`config.mk`:
```
export PLATFORM = sky130hd
export DESIGN_NAME = serial_fft_sched_flat
export DESIGN_NICKNAME = d
export VERILOG_FILES = /design/src/rtl/serial_fft_sched_if.sv /design/src/rtl/serial_fft_sched.sv /design/src/flat_wrapper.sv
export SDC_FILE = /design/constraint.sdc
export NUM_CORES = 1
export LEC_CHECK = 0
export ABC_AREA = 1
export ABC_CLOCK_PERIOD_IN_PS = 2300
export BUFFER_PORTS_ARGS = -buffer_cell sky130_fd_sc_hd__buf_4
export CAP_MARGIN = 20
export CORE_ASPECT_RATIO = 0.8
export CORE_MARGIN = 2
export CORE_UTILIZATION = 40
export CTS_CLUSTER_SIZE = 30
export DETAILED_ROUTE_END_ITERATION = 12
export GPL_TIMING_DRIVEN = 0
export PLACE_DENSITY = 0.67
export SLEW_MARGIN = 25
export SYNTH_ARGS = -nofsm -noshare
export SYNTH_HDL_FRONTEND = slang
export SYNTH_SLANG_ARGS = --single-unit
```
`constraint.sdc`:
```
create_clock -name clk -period 2.3 [get_ports clk]
set_input_delay 0.115 -clock clk [delete_from_list [all_inputs] [get_ports clk]]
set_output_delay 0.115 -clock clk [all_outputs]
set_load 0.02 [all_outputs]
```
`src/rtl/serial_fft_sched_if.sv`:
```
// Stream interface for serial_fft_sched.
//   s_*  : input sample stream (s_valid/s_ready/s_data)
//   m_*  : per-bin result stream (m_valid/m_ready/m_re/m_im/m_bin/m_last)
// The slave modport is the scheduler side; the master modport is the
// producer of samples and consumer of results.
interface serial_fft_sched_if #(
    parameter int unsigned X_WIDTH = 16,
    parameter int unsigned S_WIDTH = 32,
    parameter int unsigned N_BINS  = 3
);
    localparam int unsigned BIN_W = (N_BINS > 1) ? $clog2(N_BINS) : 1;

    logic               s_valid;
    logic               s_ready;
    logic [X_WIDTH-1:0] s_data;

    logic               m_valid;
    logic               m_ready;
    logic [S_WIDTH-1:0] m_re;
    logic [S_WIDTH-1:0] m_im;
    logic [BIN_W-1:0]   m_bin;
    logic               m_last;

    modport slave (
        input  s_valid, s_data, m_ready,
        output s_ready, m_valid, m_re, m_im, m_bin, m_last
    );

    modport master (
        output s_valid, s_data, m_ready,
        input  s_ready, m_valid, m_re, m_im, m_bin, m_last
    );
endinterface

```
`src/rtl/serial_fft_sched.sv`:
```
// Frame scheduler for the serial FFT core. Buffers one frame of FRAME_LENGTH
// samples, then for each of N_BINS bins: loads the bin's twiddles from an
// external ROM, replays the frame into the core, and waits for the core's
// result, which is presented on the m_* stream.
// Ports:
//   clk, arstn          clock, synchronous active-low reset
//   io (slave)          s_* sample stream in, m_* result stream out
//   coef_addr/coef_rd   ROM request (data back one cycle later)
//   coef_re/coef_im     ROM data
//   core_arstn          core clear, active-low
//   core_w_re/core_w_im twiddle registers driven to the core
//   core_valid_i/core_x sample strobe and sample to the core
//   core_re/core_im     core result, qualified by core_valid_o
//   err                 sticky core-timeout flag
module serial_fft_sched #(
    parameter int unsigned X_WIDTH      = 16,
    parameter int unsigned W_WIDTH      = 16,
    parameter int unsigned S_WIDTH      = 32,
    parameter int unsigned FRAME_LENGTH = 3,
    parameter int unsigned N_BINS       = 3,
    parameter int unsigned TIMEOUT      = 64,
    localparam int unsigned ADDR_W =
        (N_BINS * FRAME_LENGTH > 1) ? $clog2(N_BINS * FRAME_LENGTH) : 1
) (
    input  logic                                  clk,
    input  logic                                  arstn,
    serial_fft_sched_if.slave                     io,
    output logic [ADDR_W-1:0]                     coef_addr,
    output logic                                  coef_rd,
    input  logic [W_WIDTH-1:0]                    coef_re,
    input  logic [W_WIDTH-1:0]                    coef_im,
    output logic                                  core_arstn,
    output logic [FRAME_LENGTH-1:0][W_WIDTH-1:0]  core_w_re,
    output logic [FRAME_LENGTH-1:0][W_WIDTH-1:0]  core_w_im,
    output logic                                  core_valid_i,
    output logic [X_WIDTH-1:0]                    core_x,
    input  logic [S_WIDTH-1:0]                    core_re,
    input  logic [S_WIDTH-1:0]                    core_im,
    input  logic                                  core_valid_o,
    output logic                                  err
);
    localparam int unsigned BIN_W = (N_BINS > 1) ? $clog2(N_BINS) : 1;
    localparam int unsigned CNT_W = $clog2(FRAME_LENGTH + 1);
    localparam int unsigned TMO_W = (TIMEOUT > 1) ? $clog2(TIMEOUT) : 1;

    // StHold is the LOAD-wait: the previous result must drain before a load.
    typedef enum logic [2:0] {StFill, StHold, StLoad, StRun, StWait} state_e;

    state_e                               state_q;
    logic [CNT_W-1:0]                     cnt_q;
    logic [BIN_W-1:0]                     bin_q;
    logic [TMO_W-1:0]                     tmo_q;
    logic [X_WIDTH-1:0]                   buf_q [FRAME_LENGTH];
    logic                                 s_ready_q;
    logic                                 coef_rd_q;
    logic [ADDR_W-1:0]                    coef_addr_q;
    logic                                 core_arstn_q;
    logic                                 core_valid_q;
    logic [X_WIDTH-1:0]                   core_x_q;
    logic [FRAME_LENGTH-1:0][W_WIDTH-1:0] w_re_q;
    logic [FRAME_LENGTH-1:0][W_WIDTH-1:0] w_im_q;
    logic                                 m_valid_q;
    logic [S_WIDTH-1:0]                   m_re_q;
    logic [S_WIDTH-1:0]                   m_im_q;
    logic [BIN_W-1:0]                     m_bin_q;
    logic                                 m_last_q;
    logic                                 err_q;

    logic s_fire;
    logic start_ok;
    logic last_cnt;
    logic last_bin;

    assign s_fire   = s_ready_q && io.s_valid;
    // Output register will be empty in the next cycle.
    assign start_ok = !m_valid_q || io.m_ready;
    assign last_cnt = (cnt_q == CNT_W'(FRAME_LENGTH - 1));
    assign last_bin = (bin_q == BIN_W'(N_BINS - 1));

    always_ff @(posedge clk) begin
        if (s_fire) begin
            buf_q[cnt_q] <= io.s_data;
        end
    end

    always_ff @(posedge clk) begin
        if (!arstn) begin
            state_q      <= StFill;
            cnt_q        <= '0;
            bin_q        <= '0;
            tmo_q        <= '0;
            s_ready_q    <= 1'b1;
            coef_rd_q    <= 1'b0;
            coef_addr_q  <= '0;
            core_arstn_q <= 1'b0;
            core_valid_q <= 1'b0;
            core_x_q     <= '0;
            w_re_q       <= '0;
            w_im_q       <= '0;
            m_valid_q    <= 1'b0;
            m_re_q       <= '0;
            m_im_q       <= '0;
            m_bin_q      <= '0;
            m_last_q     <= 1'b0;
            err_q        <= 1'b0;
        end else begin
            if (m_valid_q && io.m_ready) begin
                m_valid_q <= 1'b0;
                m_re_q    <= '0;
                m_im_q    <= '0;
                m_bin_q   <= '0;
                m_last_q  <= 1'b0;
            end

            unique case (state_q)
                StFill: begin
                    if (s_fire) begin
                        if (last_cnt) begin
                            s_ready_q <= 1'b0;
                            bin_q     <= '0;
                            cnt_q     <= '0;
                            if (start_ok) begin
                                state_q      <= StLoad;
                                coef_rd_q    <= 1'b1;
                                coef_addr_q  <= '0;
                                core_arstn_q <= 1'b0;
                            end else begin
                                state_q <= StHold;
                            end
                        end else begin
                            cnt_q <= cnt_q + 1'b1;
                        end
                    end
                end
                StHold: begin
                    if (start_ok) begin
                        state_q      <= StLoad;
                        cnt_q        <= '0;
                        coef_rd_q    <= 1'b1;
                        coef_addr_q  <= ADDR_W'(32'(bin_q) * FRAME_LENGTH);
                        core_arstn_q <= 1'b0;
                    end
                end
                StLoad: begin
                    core_arstn_q <= 1'b1;
                    // ROM data for the read issued last cycle lands now.
                    if (cnt_q != '0) begin
                        w_re_q[cnt_q - 1'b1] <= coef_re;
                        w_im_q[cnt_q - 1'b1] <= coef_im;
                    end
                    if (cnt_q < CNT_W'(FRAME_LENGTH - 1)) begin
                        coef_addr_q <= coef_addr_q + 1'b1;
                    end else begin
                        coef_rd_q <= 1'b0;
                    end
                    if (cnt_q == CNT_W'(FRAME_LENGTH)) begin
                        state_q      <= StRun;
                        cnt_q        <= '0;
                        core_valid_q <= 1'b1;
                        core_x_q     <= buf_q[0];
                    end else begin
                        cnt_q <= cnt_q + 1'b1;
                    end
                end
                StRun: begin
                    if (last_cnt) begin
                        core_valid_q <= 1'b0;
                        state_q      <= StWait;
                        tmo_q        <= '0;
                    end else begin
                        cnt_q    <= cnt_q + 1'b1;
                        core_x_q <= buf_q[cnt_q + 1'b1];
                    end
                end
                StWait: begin
                    if (core_valid_o) begin
                        m_valid_q <= 1'b1;
                        m_re_q    <= core_re;
                        m_im_q    <= core_im;
                        m_bin_q   <= bin_q;
                        m_last_q  <= last_bin;
                        if (last_bin) begin
                            state_q   <= StFill;
                            cnt_q     <= '0;
                            bin_q     <= '0;
                            s_ready_q <= 1'b1;
                        end else begin
                            bin_q   <= bin_q + 1'b1;
                            state_q <= StHold;
                        end
                    end else if (tmo_q == TMO_W'(TIMEOUT - 1)) begin
                        // Core never answered: drop the frame.
                        err_q     <= 1'b1;
                        state_q   <= StFill;
                        cnt_q     <= '0;
                        bin_q     <= '0;
                        s_ready_q <= 1'b1;
                    end else begin
                        tmo_q <= tmo_q + 1'b1;
                    end
                end
                default: state_q <= StFill;
            endcase
        end
    end

    assign io.s_ready   = s_ready_q;
    assign io.m_valid   = m_valid_q;
    assign io.m_re      = m_re_q;
    assign io.m_im      = m_im_q;
    assign io.m_bin     = m_bin_q;
    assign io.m_last    = m_last_q;
    assign coef_rd      = coef_rd_q;
    assign coef_addr    = coef_addr_q;
    assign core_arstn   = core_arstn_q;
    assign core_valid_i = core_valid_q;
    assign core_x       = core_x_q;
    assign core_w_re    = w_re_q;
    assign core_w_im    = w_im_q;
    assign err          = err_q;
endmodule

```
`src/flat_wrapper.sv`:
```
// flat-port wrapper written by rule: the top's interface ports become plain ports
module serial_fft_sched_flat 
#(
    parameter int unsigned X_WIDTH      = 16,
    parameter int unsigned W_WIDTH      = 16,
    parameter int unsigned S_WIDTH      = 32,
    parameter int unsigned FRAME_LENGTH = 3,
    parameter int unsigned N_BINS       = 3,
    parameter int unsigned TIMEOUT      = 64,
    localparam int unsigned ADDR_W =
        (N_BINS * FRAME_LENGTH > 1) ? $clog2(N_BINS * FRAME_LENGTH) : 1
)
  (clk, arstn, coef_addr, coef_rd, coef_re, coef_im, core_arstn, core_w_re, core_w_im, core_valid_i, core_x, core_re, core_im, core_valid_o, err, io_s_valid, io_s_data, io_m_ready, io_s_ready, io_m_valid, io_m_re, io_m_im, io_m_bin, io_m_last);
  serial_fft_sched_if #(.X_WIDTH(X_WIDTH), .S_WIDTH(S_WIDTH), .N_BINS(N_BINS)) io_i ();
  input  logic clk;
  input  logic arstn;
  output logic [ADDR_W-1:0] coef_addr;
  output logic coef_rd;
  input  logic [W_WIDTH-1:0] coef_re;
  input  logic [W_WIDTH-1:0] coef_im;
  output logic core_arstn;
  output logic [FRAME_LENGTH-1:0][W_WIDTH-1:0] core_w_re;
  output logic [FRAME_LENGTH-1:0][W_WIDTH-1:0] core_w_im;
  output logic core_valid_i;
  output logic [X_WIDTH-1:0] core_x;
  input  logic [S_WIDTH-1:0] core_re;
  input  logic [S_WIDTH-1:0] core_im;
  input  logic core_valid_o;
  output logic err;
  input wire logic [$bits(io_i.s_valid)-1:0] io_s_valid;
  input wire logic [$bits(io_i.s_data)-1:0] io_s_data;
  input wire logic [$bits(io_i.m_ready)-1:0] io_m_ready;
  output wire logic [$bits(io_i.s_ready)-1:0] io_s_ready;
  output wire logic [$bits(io_i.m_valid)-1:0] io_m_valid;
  output wire logic [$bits(io_i.m_re)-1:0] io_m_re;
  output wire logic [$bits(io_i.m_im)-1:0] io_m_im;
  output wire logic [$bits(io_i.m_bin)-1:0] io_m_bin;
  output wire logic [$bits(io_i.m_last)-1:0] io_m_last;
  assign io_i.s_valid = io_s_valid;
  assign io_i.s_data = io_s_data;
  assign io_i.m_ready = io_m_ready;
  assign io_s_ready = io_i.s_ready;
  assign io_m_valid = io_i.m_valid;
  assign io_m_re = io_i.m_re;
  assign io_m_im = io_i.m_im;
  assign io_m_bin = io_i.m_bin;
  assign io_m_last = io_i.m_last;
  serial_fft_sched #(.X_WIDTH(X_WIDTH), .W_WIDTH(W_WIDTH), .S_WIDTH(S_WIDTH), .FRAME_LENGTH(FRAME_LENGTH), .N_BINS(N_BINS), .TIMEOUT(TIMEOUT)) u_core (.clk(clk), .arstn(arstn), .io(io_i), .coef_addr(coef_addr), .coef_rd(coef_rd), .coef_re(coef_re), .coef_im(coef_im), .core_arstn(core_arstn), .core_w_re(core_w_re), .core_w_im(core_w_im), .core_valid_i(core_valid_i), .core_x(core_x), .core_re(core_re), .core_im(core_im), .core_valid_o(core_valid_o), .err(err));
endmodule
```
==> reports/summary.txt <==
Antenna-violating nets left: 0
Die width: 180 um
Number of placed cells counting well taps: 1756
Initial Util: 40.6%
Post-synthesis sequential area ratio: 55.6%
Clk slew on worst S/H paths: 60 ps
MaxCap Viol Count: 0
# H-tree levels: 1
Final WL: 31100 um
P per Cell Area: 846 mW/mm^2
Hold slack: 56.0 ps
CTS Buffer Depth: 3
Initial antenna violation count: 0
DR vias: 9388
Startpoint types: flop
CORE AREA: 0.0243 mm^2
Hpwl dp: 21500 um
Worst-Skew Late Latency: 530 ps
ANT cells: 0
Mapped Nets: 1262
Synth area leaders: dfxtp_1, edfxtp_1, a21oi_1
Initial DRC Count: 608
Post-synth top area cell: dfxtp_1
Compound-Gate Fraction of Synth Area: 21.2%
Slew Limit Fails: 0
CTS Buf Count: 26
Clock Power Share: 34.1%
Drt drc: 0
Required time of the critical path: 2710 ps
Synth cell types: 36
Crit path DAT: 2540 ps
Adder-Cell Fraction of Synth Area: 1.77%
DR WL/cell: 16.2 um
Sequential power share: 41.7%
Number of global-route vias before repair: 8886
Final Cell Area: 0.0146 mm^2
Final worst-path cycle share: 92.6%
Setup_tns: 0 ps
Sw Ratio: 29.9%
Placer Congestion: 0.874
Synth Area in XOR/XNOR: 0.0887%
CP max FO: 9
Multi-input gate area: 0.00348 mm^2
Grt total ovfl: 0
Crit Path Class: reg2reg
DR pass1 iterations: 5
Slew @ Worst Pin: 729 ps
Final setup violation count: 0
Root Driver: clkbuf_16
Register area: 0.00549 mm^2
Clock skew: 10.9 ps
Die Y: 145 um
Largest family of logic cells by synthesized area: compound AO/OA/AOI/OAI gates
Internal power: 8650 uW
Simple-Gate Fraction of Synth Area: 10.7%
Ys Warns: 0
Combinational share of power: 24.2%
CTS tree: built
Yosys top cell area share: 41.0%
Post-DP Area: 0.0126 mm^2
Tot GR Track Use: 22.7%
Tmin final: 2130 ps
IO Port Bufs: 304
Yosys reg bits: 250
Slew headroom: 51.4%
Post-synthesis mux area share: 1.42%
Non-filler cells in the finished layout: 1915
P_leak: 0.00603 uW
FMAX: 469 MHz
Outcome: complete, no violations
Post-synthesis cell count: 1131
Hold violation total from the final report: 0
DIE AREA: 0.0260 mm^2
Clock sink count: 250
Top-Level Pins: 306
Layout area overhead: 47.9%
Mean number of vias per cell: 4.90
Cell row count: 51
RSZ-0062 raised after global routing: no
Min-delay worst type: in2reg
First-pass GRT wire length: 47500 um
Synthesized area: 0.00987 mm^2
Maximum VDD drop: 635 uV
Largest net degree at the start of global routing: 14
Worst hold stages: 6
R2R depth: 9
Share of cells above drive strength 1: 26.6%
Nets@finish: 1713
Net Sw Power: 3700 uW
Kind of end point of the critical path: flop
Fillers: 2108
Mapped Avg Cell Area: 8.73 um^2
registers in the layout, summed over array words and instances, names as in the netlist:
| signal | flops |
|---|---|
| u_core.bin_q | 2 |
| u_core.core_x | 16 |
| u_core.state_q | 3 |
| u_core.core_w_im | 48 |
| u_core.buf_q | 48 |
| u_core.io.m_last | 1 |
| u_core.io.s_ready | 1 |
| u_core.io.m_bin | 2 |
| u_core.tmo_q | 6 |
| u_core.coef_addr | 4 |
| u_core.cnt_q | 2 |
| u_core.io.m_im | 32 |
| u_core.io.m_valid | 1 |
| u_core.err | 1 |
| u_core.core_valid_i | 1 |
| u_core.coef_rd | 1 |
| u_core.core_arstn | 1 |
| u_core.core_w_re | 48 |
| u_core.io.m_re | 32 |
final cells by class:
cell class | instances | share of cell area (%)
clock inverter | 9 | 0.814
clock buffer | 34 | 4.94
buffer | 72 | 2.66
sequential | 250 | 37.6
multi-input combinational | 669 | 23.8
tap | 318 | 2.73
inverter | 140 | 3.62
timing repair buffer | 423 | 23.8
what timing repair did:
| item | CTS | global route |
|---|---|---|
| buffers inserted | 3 | 0 |
| hold endpoints to repair | 209 | 0 |
| resized for setup | 2 | 0 |
| endpoints found under the setup margin | 14 | 0 |
| hold buffers | 113 | 0 |
cells in the final DEF (no fill, tap or decap), types with 10 or more instances in the layout:
| cell type | instances |
|---|---|
| a21oi_1 | 183 |
| a21oi_2 | 10 |
| buf_2 | 25 |
| buf_4 | 310 |
| buf_6 | 11 |
| clkbuf_1 | 36 |
| clkbuf_16 | 27 |
| dfxtp_1 | 201 |
| dlygate4sd3_1 | 113 |
| edfxtp_1 | 48 |
| ha_1 | 14 |
| inv_1 | 137 |
| mux2i_1 | 14 |
| nand2_1 | 156 |
| nand3_1 | 28 |
| nor2_1 | 37 |
| o21ai_0 | 175 |
| o21ai_1 | 14 |
| o21ai_2 | 10 |
path summary, 6_finish.rpt:
path	slack, ps	end	startpoint
min	60	u_core.tmo_q[5]	core_valid_o
max reg2reg	170	u_core.core_x[2]	u_core.cnt_q[0]
max	170	u_core.core_x[2]	u_core.cnt_q[0]
min reg2reg	440	u_core.core_w_re[36]	u_core.core_w_re[36]
metal layers:
| metal | GRT usage, % | up-vias | part of all wire (%) |
|---|---|---|---|
| met1 | 30.6 | 4360 | 45 |
| met3 | 3.75 | 61 | 5.7 |
| met5 | 0 | - | 0 |
| met2 | 37.4 | 322 | 47 |
| li1 | - | 4645 | - |
| met4 | 7.19 | 0 | 2.7 |
cells in the mapped netlist:
library cell,n
dfxtp_1,202
buf_1,3
buf_4,2
a21oi_2,10
inv_4,1
buf_2,26
o2bb2ai_1,1
o21bai_1,1
ha_1,14
nand3_1,28
nand2_2,4
nand4_1,3
a21oi_4,1
nor2_1,40
buf_6,10
a211oi_1,1
clkbuf_1,31
nand2_1,156
o21ai_2,10
or2_2,1
nor2_8,1
nand3_4,3
nand2_4,1
o211ai_1,1
edfxtp_1,48
xnor2_1,1
o21ai_0,175
a31oi_1,1
inv_2,2
a21oi_1,183
o21ai_1,14
nor2_4,3
inv_1,137
o22ai_1,1
nand3_2,1
mux2i_1,14
worst max-delay path, cell delays in order, from the launching register on:
cell,delay [ps]
dfxtp_2,440
inv_1,170
ha_1,310
buf_2,280
inv_1,160
a21oi_4,250
buf_4,180
nand2_1,50
o21ai_1,90
a21oi_1,80
per-stage QoR:
stage | total power [uW] | utilization (%) | setup slack, ps
after floorplan | 6990 | - | 23.5
after global placement | 7940 | 51.6 | -789
after detailed placement | 8030 | 51.8 | -114
after CTS | 12400 | 60.1 | 163
after global routing | 13000 | 60.1 | 5.97
final | 12400 | 60.1 | 170
cells by family after synthesis:
| logic type | count (synthesis) |
|---|---|
| mux | 14 |
| compound gates | 399 |
| fa+ha+maj | 14 |
| buf+inv | 212 |
| simple gates | 241 |
| flops | 250 |
| xor+xnor | 1 |
power groups by stage:
stage               Combinational, uW  Sequential (uW)  Clock, uW
finish                           2990             5150       4210
floorplan                        1520             5480          0
global route                     3290             5200       4490
detailed placement               2790             5240          0
global placement                 2710             5230          0
CTS                              2980             5150       4290
Note: power is estimated with default switching activity, not from simulation.
